File: src/rtl/flex_pts_buffered_if.sv
// Handshake and serial-line bundle for the buffered parallel-to-serial shifter.
// The master side drives the word and bit-time controls; the slave side is the shifter.
interface flex_pts_buffered_if #(
  parameter int NUM_BITS = 8
);
  logic                shift_enable;
  logic                flush;
  logic                msb_first;
  logic                load_valid;
  logic [NUM_BITS-1:0] parallel_in;
  logic                load_ready;
  logic                serial_out;
  logic                busy;
  logic                word_done;

  modport master (
    output shift_enable, flush, msb_first, load_valid, parallel_in,
    input  load_ready, serial_out, busy, word_done
  );

  modport slave (
    input  shift_enable, flush, msb_first, load_valid, parallel_in,
    output load_ready, serial_out, busy, word_done
  );
endinterface

File: src/rtl/flex_pts_buffered.sv
// Buffered parallel-to-serial shifter: a one-word holding register feeds a
// shift register so consecutive words leave the line back-to-back with no idle bit.
// Bit order is captured per word when the word moves into the shift register.
module flex_pts_buffered #(
  parameter int   NUM_BITS = 8,
  parameter logic IDLE_VAL = 1'b1
) (
  input  logic                 clk,
  input  logic                 n_rst,
  flex_pts_buffered_if.slave   bus
);

  localparam int CNT_W = $clog2(NUM_BITS + 1);

  typedef enum logic {IDLE, SHIFT} state_t;

  state_t              state_q, state_d;
  logic [NUM_BITS-1:0] hold_reg;
  logic                hold_full_q, hold_full_d;
  logic [NUM_BITS-1:0] shift_q, shift_d;
  logic                order_q, order_d;
  logic [CNT_W-1:0]    bits_left_q, bits_left_d;
  logic                word_done_q, word_done_d;
  logic                load_acc;
  logic                take_word;

  // Advance the shift register one position toward whichever end is driving the line.
  function automatic logic [NUM_BITS-1:0] shift_toward_out(
    input logic [NUM_BITS-1:0] cur,
    input logic                msb_out
  );
    if (msb_out)
      return {cur[NUM_BITS-2:0], IDLE_VAL};
    else
      return {IDLE_VAL, cur[NUM_BITS-1:1]};
  endfunction

  // The holding slot only accepts when empty, so a consumed word is never replaced on the same edge.
  assign load_acc = bus.load_valid && !hold_full_q;

  // Next-state logic: flush overrides everything; otherwise load, transfer and shift.
  always_comb begin
    state_d     = state_q;
    hold_full_d = hold_full_q;
    shift_d     = shift_q;
    order_d     = order_q;
    bits_left_d = bits_left_q;
    word_done_d = 1'b0;
    take_word   = 1'b0;

    if (bus.flush) begin
      state_d     = IDLE;
      hold_full_d = 1'b0;
      shift_d     = {NUM_BITS{IDLE_VAL}};
      bits_left_d = '0;
    end else begin
      if (load_acc)
        hold_full_d = 1'b1;

      case (state_q)
        IDLE: begin
          if (hold_full_q)
            take_word = 1'b1;
        end
        SHIFT: begin
          if (bus.shift_enable) begin
            if (bits_left_q > CNT_W'(1)) begin
              shift_d     = shift_toward_out(shift_q, order_q);
              bits_left_d = bits_left_q - CNT_W'(1);
            end else begin
              word_done_d = 1'b1;
              if (hold_full_q) begin
                take_word = 1'b1;
              end else begin
                state_d     = IDLE;
                shift_d     = {NUM_BITS{IDLE_VAL}};
                bits_left_d = '0;
              end
            end
          end
        end
        default: state_d = IDLE;
      endcase

      if (take_word) begin
        shift_d     = hold_reg;
        order_d     = bus.msb_first;
        bits_left_d = CNT_W'(NUM_BITS);
        hold_full_d = 1'b0;
        state_d     = SHIFT;
      end
    end
  end

  // Control and shift state, cleared asynchronously so an aborted word leaves nothing behind.
  always_ff @(posedge clk or negedge n_rst) begin
    if (!n_rst) begin
      state_q     <= IDLE;
      hold_full_q <= 1'b0;
      shift_q     <= {NUM_BITS{IDLE_VAL}};
      order_q     <= 1'b1;
      bits_left_q <= '0;
      word_done_q <= 1'b0;
    end else begin
      state_q     <= state_d;
      hold_full_q <= hold_full_d;
      shift_q     <= shift_d;
      order_q     <= order_d;
      bits_left_q <= bits_left_d;
      word_done_q <= word_done_d;
    end
  end

  // Holding data needs no reset: it is only read while hold_full_q qualifies it.
  always_ff @(posedge clk) begin
    if (load_acc && !bus.flush)
      hold_reg <= bus.parallel_in;
  end

  assign bus.load_ready = !hold_full_q;
  assign bus.busy       = (state_q == SHIFT);
  assign bus.word_done  = word_done_q;
  assign bus.serial_out = (state_q == SHIFT) ?
                          (order_q ? shift_q[NUM_BITS-1] : shift_q[0]) : IDLE_VAL;

endmodule
File: src/flat_wrapper.sv
// flat-port wrapper written by rule: the top's interface ports become plain ports
module flex_pts_buffered_flat 
#(
  parameter int   NUM_BITS = 8,
  parameter logic IDLE_VAL = 1'b1
)
  (clk, n_rst, bus_shift_enable, bus_flush, bus_msb_first, bus_load_valid, bus_parallel_in, bus_load_ready, bus_serial_out, bus_busy, bus_word_done);
  flex_pts_buffered_if #(.NUM_BITS(NUM_BITS)) bus_i ();
  input  logic clk;
  input  logic n_rst;
  input wire logic [$bits(bus_i.shift_enable)-1:0] bus_shift_enable;
  input wire logic [$bits(bus_i.flush)-1:0] bus_flush;
  input wire logic [$bits(bus_i.msb_first)-1:0] bus_msb_first;
  input wire logic [$bits(bus_i.load_valid)-1:0] bus_load_valid;
  input wire logic [$bits(bus_i.parallel_in)-1:0] bus_parallel_in;
  output wire logic [$bits(bus_i.load_ready)-1:0] bus_load_ready;
  output wire logic [$bits(bus_i.serial_out)-1:0] bus_serial_out;
  output wire logic [$bits(bus_i.busy)-1:0] bus_busy;
  output wire logic [$bits(bus_i.word_done)-1:0] bus_word_done;
  assign bus_i.shift_enable = bus_shift_enable;
  assign bus_i.flush = bus_flush;
  assign bus_i.msb_first = bus_msb_first;
  assign bus_i.load_valid = bus_load_valid;
  assign bus_i.parallel_in = bus_parallel_in;
  assign bus_load_ready = bus_i.load_ready;
  assign bus_serial_out = bus_i.serial_out;
  assign bus_busy = bus_i.busy;
  assign bus_word_done = bus_i.word_done;
  flex_pts_buffered #(.NUM_BITS(NUM_BITS), .IDLE_VAL(IDLE_VAL)) u_core (.clk(clk), .n_rst(n_rst), .bus(bus_i));
endmodule
File: config.mk
export PLATFORM = sky130hd
export DESIGN_NAME = flex_pts_buffered_flat
export DESIGN_NICKNAME = d
export VERILOG_FILES = /design/src/rtl/flex_pts_buffered_if.sv /design/src/rtl/flex_pts_buffered.sv /design/src/flat_wrapper.sv
export SDC_FILE = /design/constraint.sdc
export NUM_CORES = 1
export LEC_CHECK = 0
export CAP_MARGIN = 10
export CORE_MARGIN = 5
export CORE_UTILIZATION = 46
export CTS_CLUSTER_SIZE = 10
export DETAILED_ROUTE_END_ITERATION = 6
export GPL_TIMING_DRIVEN = 0
export HOLD_SLACK_MARGIN = 0.05
export PLACE_DENSITY = 0.81
export SLEW_MARGIN = 20
export SYNTH_ARGS = -nofsm -noshare
export SYNTH_HDL_FRONTEND = slang
export SYNTH_SLANG_ARGS = --single-unit
File: constraint.sdc
create_clock -name clk -period 1.7 [get_ports clk]
set_clock_uncertainty 0.1 [all_clocks]
set_input_delay 0.34 -clock clk [delete_from_list [all_inputs] [get_ports clk]]
set_output_delay 0.34 -clock clk [all_outputs]
set_load 0.02 [all_outputs]
==> implementation parameters <==
Parameter                              Value

Status
  Outcome ... finished with violations
  Violations in the final reports ... negative setup slack

Critical path
  Flop-to-flop setup slack ... -220 ps
  Crit path capture type ... flip-flop
  Required time worst endpoint ... 1870 ps
  Setup Crit Path Kind ... reg -> reg
  Gate family responsible for the most delay along the worst path ... compound AO/OA/AOI/OAI gates
  Highest fanout seen on the critical path ... 3
  Slowest cell on crit path ... sky130_fd_sc_hd__dfrtp_1
  Cell chain of the critical path ... inv_1 > ha_2 > nor2_2 > o41a_1 > or3_1 > a221o_1
  Critical path buffers and inverters ... 1
  Critical Path Max Stage Delay ... 430 ps
  Data arrival time at the worst-slack endpoint ... 2080 ps
  Startpoint class of the critical path ... flip-flop

Clocking
  Number of hold buffers added after CTS ... 0
  Count of H-tree levels built during CTS ... 1
  Insertion delay of the later-clocked pin in the worst-skew pair ... 320 ps
  CTS tree ... built
  CTS Sinks ... 24
  Library cell used as clock root buffer ... sky130_fd_sc_hd__clkbuf_4
  Clock Tree Buf Depth ... 2
  Worst-path clk slew ... 130 ps
  Number of buffers created by CTS ... 3

Die
  Height of the chip ... 59.26 µm
  Starting Density ... 49.50%
  Overall die width ... 59.26 µm
  Standard cell core area ... 2255 µm²
  Ports placed on the boundary ... 18
  Die Footprint ... 3511 µm²
  Num rows ... 17

Synth
  Dominant combinational cell family by area after synthesis ... simple AND/OR/NAND/NOR gates
  Largest cells by area after synthesis ... sky130_fd_sc_hd__edfxtp_1 (22%), sky130_fd_sc_hd__dfstp_2 (21%), sky130_fd_sc_hd__dfrtp_1 (16%)
  Number of enable-type register cells in the synthesized netlist ... 8
  Post-synth top area cell ... sky130_fd_sc_hd__edfxtp_1
  Sequential area share after synthesis ... 58.41%
  Syn Area/Cell ... 11.51 µm²
  FF+latch count, synth ... 24
  Leading post-synthesis cells by instance count ... sky130_fd_sc_hd__inv_1 (13), sky130_fd_sc_hd__nor2_1 (11), sky130_fd_sc_hd__dfstp_2 (9), sky130_fd_sc_hd__mux2i_1 (9), sky130_fd_sc_hd__edfxtp_1 (8)
  Library cells used by synthesis ... 28
  Post-Synth Simple-Gate Area ... 13.79%
  Yosys warning total ... 0
  Area fraction of the dominant cell type after synthesis ... 21.52%
  Synthesized-area fraction occupied by xor and xnor cells ... 0%
  Library cell with the highest instance count after synthesis ... sky130_fd_sc_hd__inv_1
  FFs w/ async S/R, synth ... 66.67%
  Fraction of the mapped netlist area in adder cells ... 2.242%
  Post-synthesis mux area share ... 9.081%
  Primary flip-flop cell chosen by synthesis mapping ... sky130_fd_sc_hd__dfstp_2
  Nets in the synthesized netlist ... 113
  Post-Syn Instances ... 97
  Compound-cell area share of the yosys netlist ... 11.43%
  Post-synthesis cell area ... 1116 µm²

Placement
  Pre-CTS setup slack ... -616.8 ps
  GP Congestion ... 0.8728
  Placed cells ... 141
  Port Buffers ... 16
  Half-perimeter wire length after placement ... 1613 µm

Timing
  Tcrit/Tclk final ... 112.7%
  Time the final worst path needs with I/O delays and setup ... 1916 ps
  Pin slew with the least headroom to its limit ... 741.7 ps
  Final setup violation count ... 12
  Worst slew slack as a fraction of its limit ... 50.40%
  Setup repair after global routing missed its margin ... yes
  Final hold viol count ... 0
  Fin. max-slew vios ... 0
  Fmax achieved ... 0.5220 GHz
  Worst Setup Slack, final ... -215.9 ps

Cells and area
  Area added between synthesis and finish ... 31.28%
  Fraction of final layout cells with drive strength greater than 1 ... 28.46%
  Post-Layout Cell Count ... 151
  Antenna Diode Count ... 0
  Post-Route Utilization ... 64.98%
  FILL cells ... 197
  Total Nets Final ... 140

Power
  P per Cell Area ... 874.2 nW/µm²
  Worst IR Drop VDD ... 0.6243 mV
  Post-route total power ... 1.281 mW
  Static Leak ... 0.6320 nW

Global routing
  Antenna violations before repair ... 0
  Global routing usage summed across all routing layers ... 15.17%
  Wire length of the first global-routing pass ... 3981 µm
  Via count of the first global-routing pass ... 876
  Overflow after GRT ... 0
  Largest net degree at the start of global routing ... 17

Drt
  Count of nets left with antenna violations after detail routing ... 0
  Via count normalized by instance count ... 5.748
  Number of design-rule violations left by the first detailed-router iteration ... 28
  Post-DR wirelength/cell ... 15.77 µm
  Routed WL ... 2382 µm
  Overall via count from detail_route ... 868
  Detailed Routing Iterations Pass 1 ... 4
  DRC violation count after routing ... 0

Hold path
  Worst hold path type ... in -> reg

Job
  Maximum capacitance violations ... 0
logic make-up after synthesis:
kind of cell | after synthesis
compound gates | 16
fa+ha+maj | 2
buf+inv | 15
flops | 24
mux | 10
simple gates | 30
metrics by stage:
stage               cell area, µm²  TNS (ps)  hold WS, ps
floorplan                     1116    -283.2       -55.59
global placement              1311     -4946        353.6
detailed placement            1311     -5632        373.0
CTS                           1459     -1745        340.1
global route                  1465     -2068        358.1
finish                        1465     -1108        325.8
timing repair:
action	4_1_cts	5_1_grt
gates cloned	0	0
pin swaps	1	1
resized for setup	19	6
setup buffers	6	1
endpoints found under the hold margin	0	0
endpoints found under the setup margin	17	16
layout by cell type (no fill, tap or decap), types with 2 or more instances in the layout:
cell type and count:
sky130_fd_sc_hd__buf_4 5, sky130_fd_sc_hd__o22ai_1 2, sky130_fd_sc_hd__a221oi_2 4, sky130_fd_sc_hd__and3_1 2, sky130_fd_sc_hd__ha_2 2, sky130_fd_sc_hd__dfrtp_1 7
sky130_fd_sc_hd__clkdlybuf4s50_1 12, sky130_fd_sc_hd__edfxtp_1 8, sky130_fd_sc_hd__nand2_1 3, sky130_fd_sc_hd__or3_1 2, sky130_fd_sc_hd__buf_6 3, sky130_fd_sc_hd__a221oi_1 2
sky130_fd_sc_hd__inv_1 12, sky130_fd_sc_hd__clkbuf_4 3, sky130_fd_sc_hd__nor3_1 5, sky130_fd_sc_hd__mux2i_1 9, sky130_fd_sc_hd__dlygate4sd2_1 2, sky130_fd_sc_hd__nor2_1 10
sky130_fd_sc_hd__dfstp_2 9
where the power goes:
group	total (mW)	switching, mW	leakage (nW)	internal, mW
Combinational	0.198	0.0994	0.339	0.0986
Clock	0.416	0.177	0.0279	0.239
Sequential	0.667	0.0246	0.265	0.642
area by class of cell:
class                      count  area, µm²  share of cell area, %
clock buffer                   3      22.52                  1.537
timing repair buffer          23      214.0                  14.60
clock inverter                 1      30.03                  2.050
multi-input combinational     58      459.2                  31.34
buffer                         1      3.754                 0.2562
sequential                    24      651.9                  44.49
tap                           28      35.03                  2.391
inverter                      13      48.80                  3.330
metal layers:
layer / up-vias / track usage [%] / wire [µm]
li1: 404 / - / -
met1: 434 / 19.73 / 1002
met2: 25 / 23.71 / 1242
met3: 5 / 2.832 / 96
met4: 0 / 8.091 / 40
met5: - / 0 / 0
path summary, 6_finish.rpt:
| path | startpoint | endpoint | depth (start not counted) |
|---|---|---|---|
| max | u_core.bits_left_q[0] | u_core.shift_q[0] | 6 |
| max reg2reg | u_core.bits_left_q[0] | u_core.shift_q[0] | 6 |
| min | bus_flush | u_core.bus.busy | 2 |
| max in group asynchronous | n_rst | u_core.bits_left_q[3] | 1 |
| min in group asynchronous | n_rst | u_core.hold_full_q | 1 |
| min reg2reg | u_core.hold_reg[7] | u_core.shift_q[7] | 2 |
No activity file was read; power rests on OpenSTA's default activity.
==> patch 1 (config.mk and constraints unchanged) <==
Reset style: synchronous (`n_rst`), changed in one clocked block. Comments in the files are not updated.
--- a/src/rtl/flex_pts_buffered.sv
+++ b/src/rtl/flex_pts_buffered.sv
@@ -94,5 +94,5 @@
 
   // Control and shift state, cleared asynchronously so an aborted word leaves nothing behind.
-  always_ff @(posedge clk or negedge n_rst) begin
+  always_ff @(posedge clk) begin
     if (!n_rst) begin
       state_q     <= IDLE;
Check against the original RTL: differs if n_rst is asserted again (counterexample within 4 cycles, from zero or initial values and one cycle with n_rst low); with n_rst held inactive, the same outputs for 10 cycles.
==> patch 1 against the unedited design <==
- sequential cell count unchanged
- largest power group unchanged
- largest cell class unchanged
- setup slack better by 0.17 ns
- sequential share of layout area down 6.4 points
- clock power down 1%
- the flow still finishes with violations (negative setup slack)
- total power shrank 8.6%
- area after synthesis is 0.56% lower
- core utilization increased by 1.4 points
- routed wire length grew 10%
- final area grew 2.1%
- first-iteration DRC count up 50%
==> patch 1: results (changes against the unedited design) <==
- Outcome: finished, violations left
- Failing checks: negative setup slack
- Total negative slack: -0.08276 ns (+1.025 ns)
- Area of the multi-input gates: 570.5 µm² (+24%)
- Net count, final: 145 (+3.6%)
- Synth area leaders: dfxtp_1, edfxtp_1, mux2_2, a221oi_1, buf_6
- #MultiIn Comb: 69 (+19%)
- First-pass GRT wire length: 4.257 mm (+6.9%)
- Launching point of the worst reg2reg path: u_core.bits_left_q[1]$_SDFFE_PP0P_
- Fillers: 182 (-7.6%)
- Reg2Reg Depth: 7 (+1)
- Util after Layout: 66.37% (+1.4 points)
- Slowest Stage Delay on Critical Path: 0.36 ns (-0.07 ns)
- Slowest CP cell: dfxtp_2
- Placed instance area: 1321 µm² (+0.76%)
- Syn Nets: 119 (+5.3%)
- RR Endpoint: u_core.bits_left_q[3]$_SDFFE_PP0P_
- Met2 wire len: 1.349 mm (+8.6%)
- Slew HR: 55.40% (+5.0 points)
- Ys flop type: dfxtp_1
- Number of global-route vias before repair: 901 (+2.9%)
- CP top delay family: simple AND/OR/NAND/NOR gates
- Pre-CTS setup slack: -0.3794 ns (+0.2375 ns)
- Seq/Total Area, Yosys: 50.51% (-7.9 points)
- Hold crit path type: register to register
- Non-clock buffer count: 27 (+13%)
- Vias per cell: 5.955 (+3.6%)
- Min setup slack post-route: -0.04528 ns (+0.1706 ns)
- Mux cell area share after synthesis: 6.990% (-2.1 points)
- Clock-cell share: 3.512% (-0.075 points)
- Met1 WL: 1.113 mm (+11%)
- Met2 Resource Use GR: 28.39% (+4.7 points)
- Largest net degree at the start of global routing: 15 (-2)
- Cell-internal power: 917.3 µW (-6.4%)
- Routability Congestion: 0.7356 (-16%)
- Signal buffers share of area: 16.72% (+1.9 points)
- Setup violators final: 4 (-8)
- Avg Cell Area, Syn: 10.77 µm² (-6.4%)
- Worst reg-to-reg setup slack: -0.05 ns (+0.17 ns)
- I/O Buffers: 17 (+1)
- Asr flop ratio synth: 0% (-67 points)
- Drt wl/cell: 16.83 µm (+6.7%)
- Vias: 929 (+7.0%)
[patch 1: changes by cell type after synthesis, moves of 4 or more]
cell | before | now
dfrtp_1 | 7 | 0
buf_6 | 0 | 4
inv_1 | 13 | 4
a21oi_1 | 1 | 6
nor2_1 | 11 | 5
mux2i_1 | 9 | 1
o21ai_0 | 1 | 7
dfxtp_1 | 0 | 16
nand2_1 | 3 | 9
dfstp_2 | 9 | 0
mux2_2 | 1 | 6
[patch 1: how the worst min path moves through the flow]
stage                                 start                        endpoint  slack (ns)  depth (start not counted)
3_3_place_gp   u_core.hold_reg[6]$_DFFE_PP_  u_core.shift_q[6]$_SDFFE_PP1P_        0.35                          2
5_1_grt        u_core.hold_reg[2]$_DFFE_PP_  u_core.shift_q[2]$_SDFFE_PP1P_        0.43                          2
6_report       u_core.hold_reg[2]$_DFFE_PP_  u_core.shift_q[2]$_SDFFE_PP1P_        0.40                          2
3_5_place_dp   u_core.hold_reg[3]$_DFFE_PP_  u_core.shift_q[3]$_SDFFE_PP1P_        0.36                          2
2_1_floorplan                         n_rst     u_core.order_q$_SDFFE_PN1P_        0.31                          1
4_1_cts        u_core.hold_reg[3]$_DFFE_PP_  u_core.shift_q[3]$_SDFFE_PP1P_        0.39                          2
[patch 1: power groups by stage]
| stage | Sequential [µW] | Combinational (µW) | Clock [µW] |
|---|---|---|---|
| after detailed placement | 634 | 120 | 0 |
| after global routing | 627 | 143 | 440 |
| after floorplan | 632 | 66.6 | 0 |
| after global placement | 633 | 116 | 0 |
| final | 625 | 133 | 412 |
| after CTS | 624 | 127 | 419 |
[patch 1: repair_timing]
item | in CTS | in global routing
setup buffers | 3 | 1
setup endpoints to repair | 15 | 17
cloned | 0 | 1
pin swaps | 5 | 10
hold endpoints to repair | 0 | 0
gates resized for setup | 20 | 11
==> patch 2 (same flow settings) <==
Without the edit above. `IDLE_VAL` is set to 1'b1 in 2 places; all go to 1'b0.
--- a/src/rtl/flex_pts_buffered.sv
+++ b/src/rtl/flex_pts_buffered.sv
@@ -4,5 +4,5 @@
 module flex_pts_buffered #(
   parameter int   NUM_BITS = 8,
-  parameter logic IDLE_VAL = 1'b1
+  parameter logic IDLE_VAL = 1'b0
 ) (
   input  logic                 clk,
--- a/src/flat_wrapper.sv
+++ b/src/flat_wrapper.sv
@@ -3,5 +3,5 @@
 #(
   parameter int   NUM_BITS = 8,
-  parameter logic IDLE_VAL = 1'b1
+  parameter logic IDLE_VAL = 1'b0
 )
   (clk, n_rst, bus_shift_enable, bus_flush, bus_msb_first, bus_load_valid, bus_parallel_in, bus_load_ready, bus_serial_out, bus_busy, bus_word_done);
Function: changed (Yosys sat finds a counterexample within 4 cycles, from zero or initial values and one cycle with n_rst low).
==> patch 2 against the unedited design <==
- the run still ends with negative setup slack left
- final area rose by 6.4%
- setup slack improved by 0.11 ns
- area after synthesis rose by 4.0%
- sequential share of layout area fell by 3.3 points
- routed wire length rose by 3.8%
- sequential cell count did not move
Power is not compared: it rests on default switching activity, and its combinational part moved more than twofold at a synthesized area within 25%.
==> patch 2: results (changes against the unedited design) <==
- Net count, final: 146 (+4.3%)
- Worst EP arrival: 1.96 ns (-0.12 ns)
- Setup repair bufs after CTS: 3 (-3)
- Max FO, Critical Path: 5 (+2)
- Gr usage total: 15.27% (+0.099 points)
- Global Route met1 Usage: 21.03% (+1.3 points)
- Synth area leaders: dfrtp_1, edfxtp_1, nor2_1, mux2_2, a221oi_1
- Met2 wire len: 1.200 mm (-3.4%)
- RR Endpoint: u_core.shift_q[7]$_DFFE_PN0P_
- Mux cell area share after synthesis: 8.405% (-0.68 points)
- Fraction of area in multi-input gates: 35.39% (+4.1 points)
- Vias: 886 (+2.1%)
- Iteration-0 DRC Markers: 21 (-25%)
- Fillers: 182 (-7.6%)
- Number of global-route vias before repair: 832 (-5.0%)
- Met1 WL: 1.143 mm (+14%)
- GR Layer Usage met3: 2.592% (-0.24 points)
- Yosys cell types: 30 (+7.1%)
- Syn Nets: 116 (+2.7%)
- Dpl hpwl: 1.537 mm (-4.7%)
- Routed WL: 2.472 mm (+3.8%)
- Failing checks: negative setup slack
- Seq/Total Area, Yosys: 55.28% (-3.1 points)
- Sequential Area: 641.9 µm² (-1.5%)
- Adder-cell share of the synthesized area: 2.155% (-0.087 points)
- Compound-Gate Fraction of Synth Area: 14.55% (+3.1 points)
- Slew HR: 51.32% (+0.92 points)
- Signal buffers share of area: 17.90% (+3.0 points)
- Placed instance area: 1400 µm² (+6.8%)
- Clock-cell share: 1.685% (-1.9 points)
- Share of post-route cells with drive strength above 1: 37.21% (+8.8 points)
- #MultiIn Comb: 65 (+12%)
- Worst skew pair latency: 0.32 ns (about the same)
- Outcome: finished, violations left
- Routability Congestion: 0.7499 (-14%)
- Met2 Resource Use GR: 23.92% (+0.21 points)
- Setup violators final: 10 (-2)
- First-pass GRT wire length: 4.002 mm (+0.53%)
- Met3 WL post-DR: 97 µm (+1.0%)
- Ys flop type: dfrtp_1
- Core Footprint: 2455 µm² (+8.9%)
- Invs w/o clock: 6 (-7)
- Min setup slack post-route: -0.1072 ns (+0.1087 ns)
patch 2: changes by cell type in the layout (fill, tap and decap cells not counted), moves of 3 or more:
| cell | unedited run | this run |
|---|---|---|
| nor3_1 | 5 | 2 |
| buf_6 | 3 | 6 |
| buf_4 | 5 | 8 |
| mux2i_1 | 9 | 3 |
| nor2_1 | 10 | 18 |
| mux2_2 | 0 | 6 |
| inv_1 | 12 | 6 |
| dfrtp_1 | 7 | 15 |
| dfstp_2 | 9 | 1 |
patch 2: metrics by stage:
step / TNS, ns / instances / util, % / worst slack [ns]
finish: -0.7338 / 159 / 63.51 / -0.1072
CTS: -0.6508 / 155 / 61.21 / -0.1433
floorplan: -0.007583 / 100 / - / -0.001517
detailed placement: -4.471 / 146 / 57.03 / -0.3070
global route: -1.922 / 159 / 63.51 / -0.2092
global placement: -7.520 / 146 / 56.83 / -0.6241
patch 2: logic make-up after synthesis:
kind of cell    Yosys count
simple gates             32
flops                    24
compound gates           22
buf+inv                  11
mux                       9
fa+ha+maj                 2
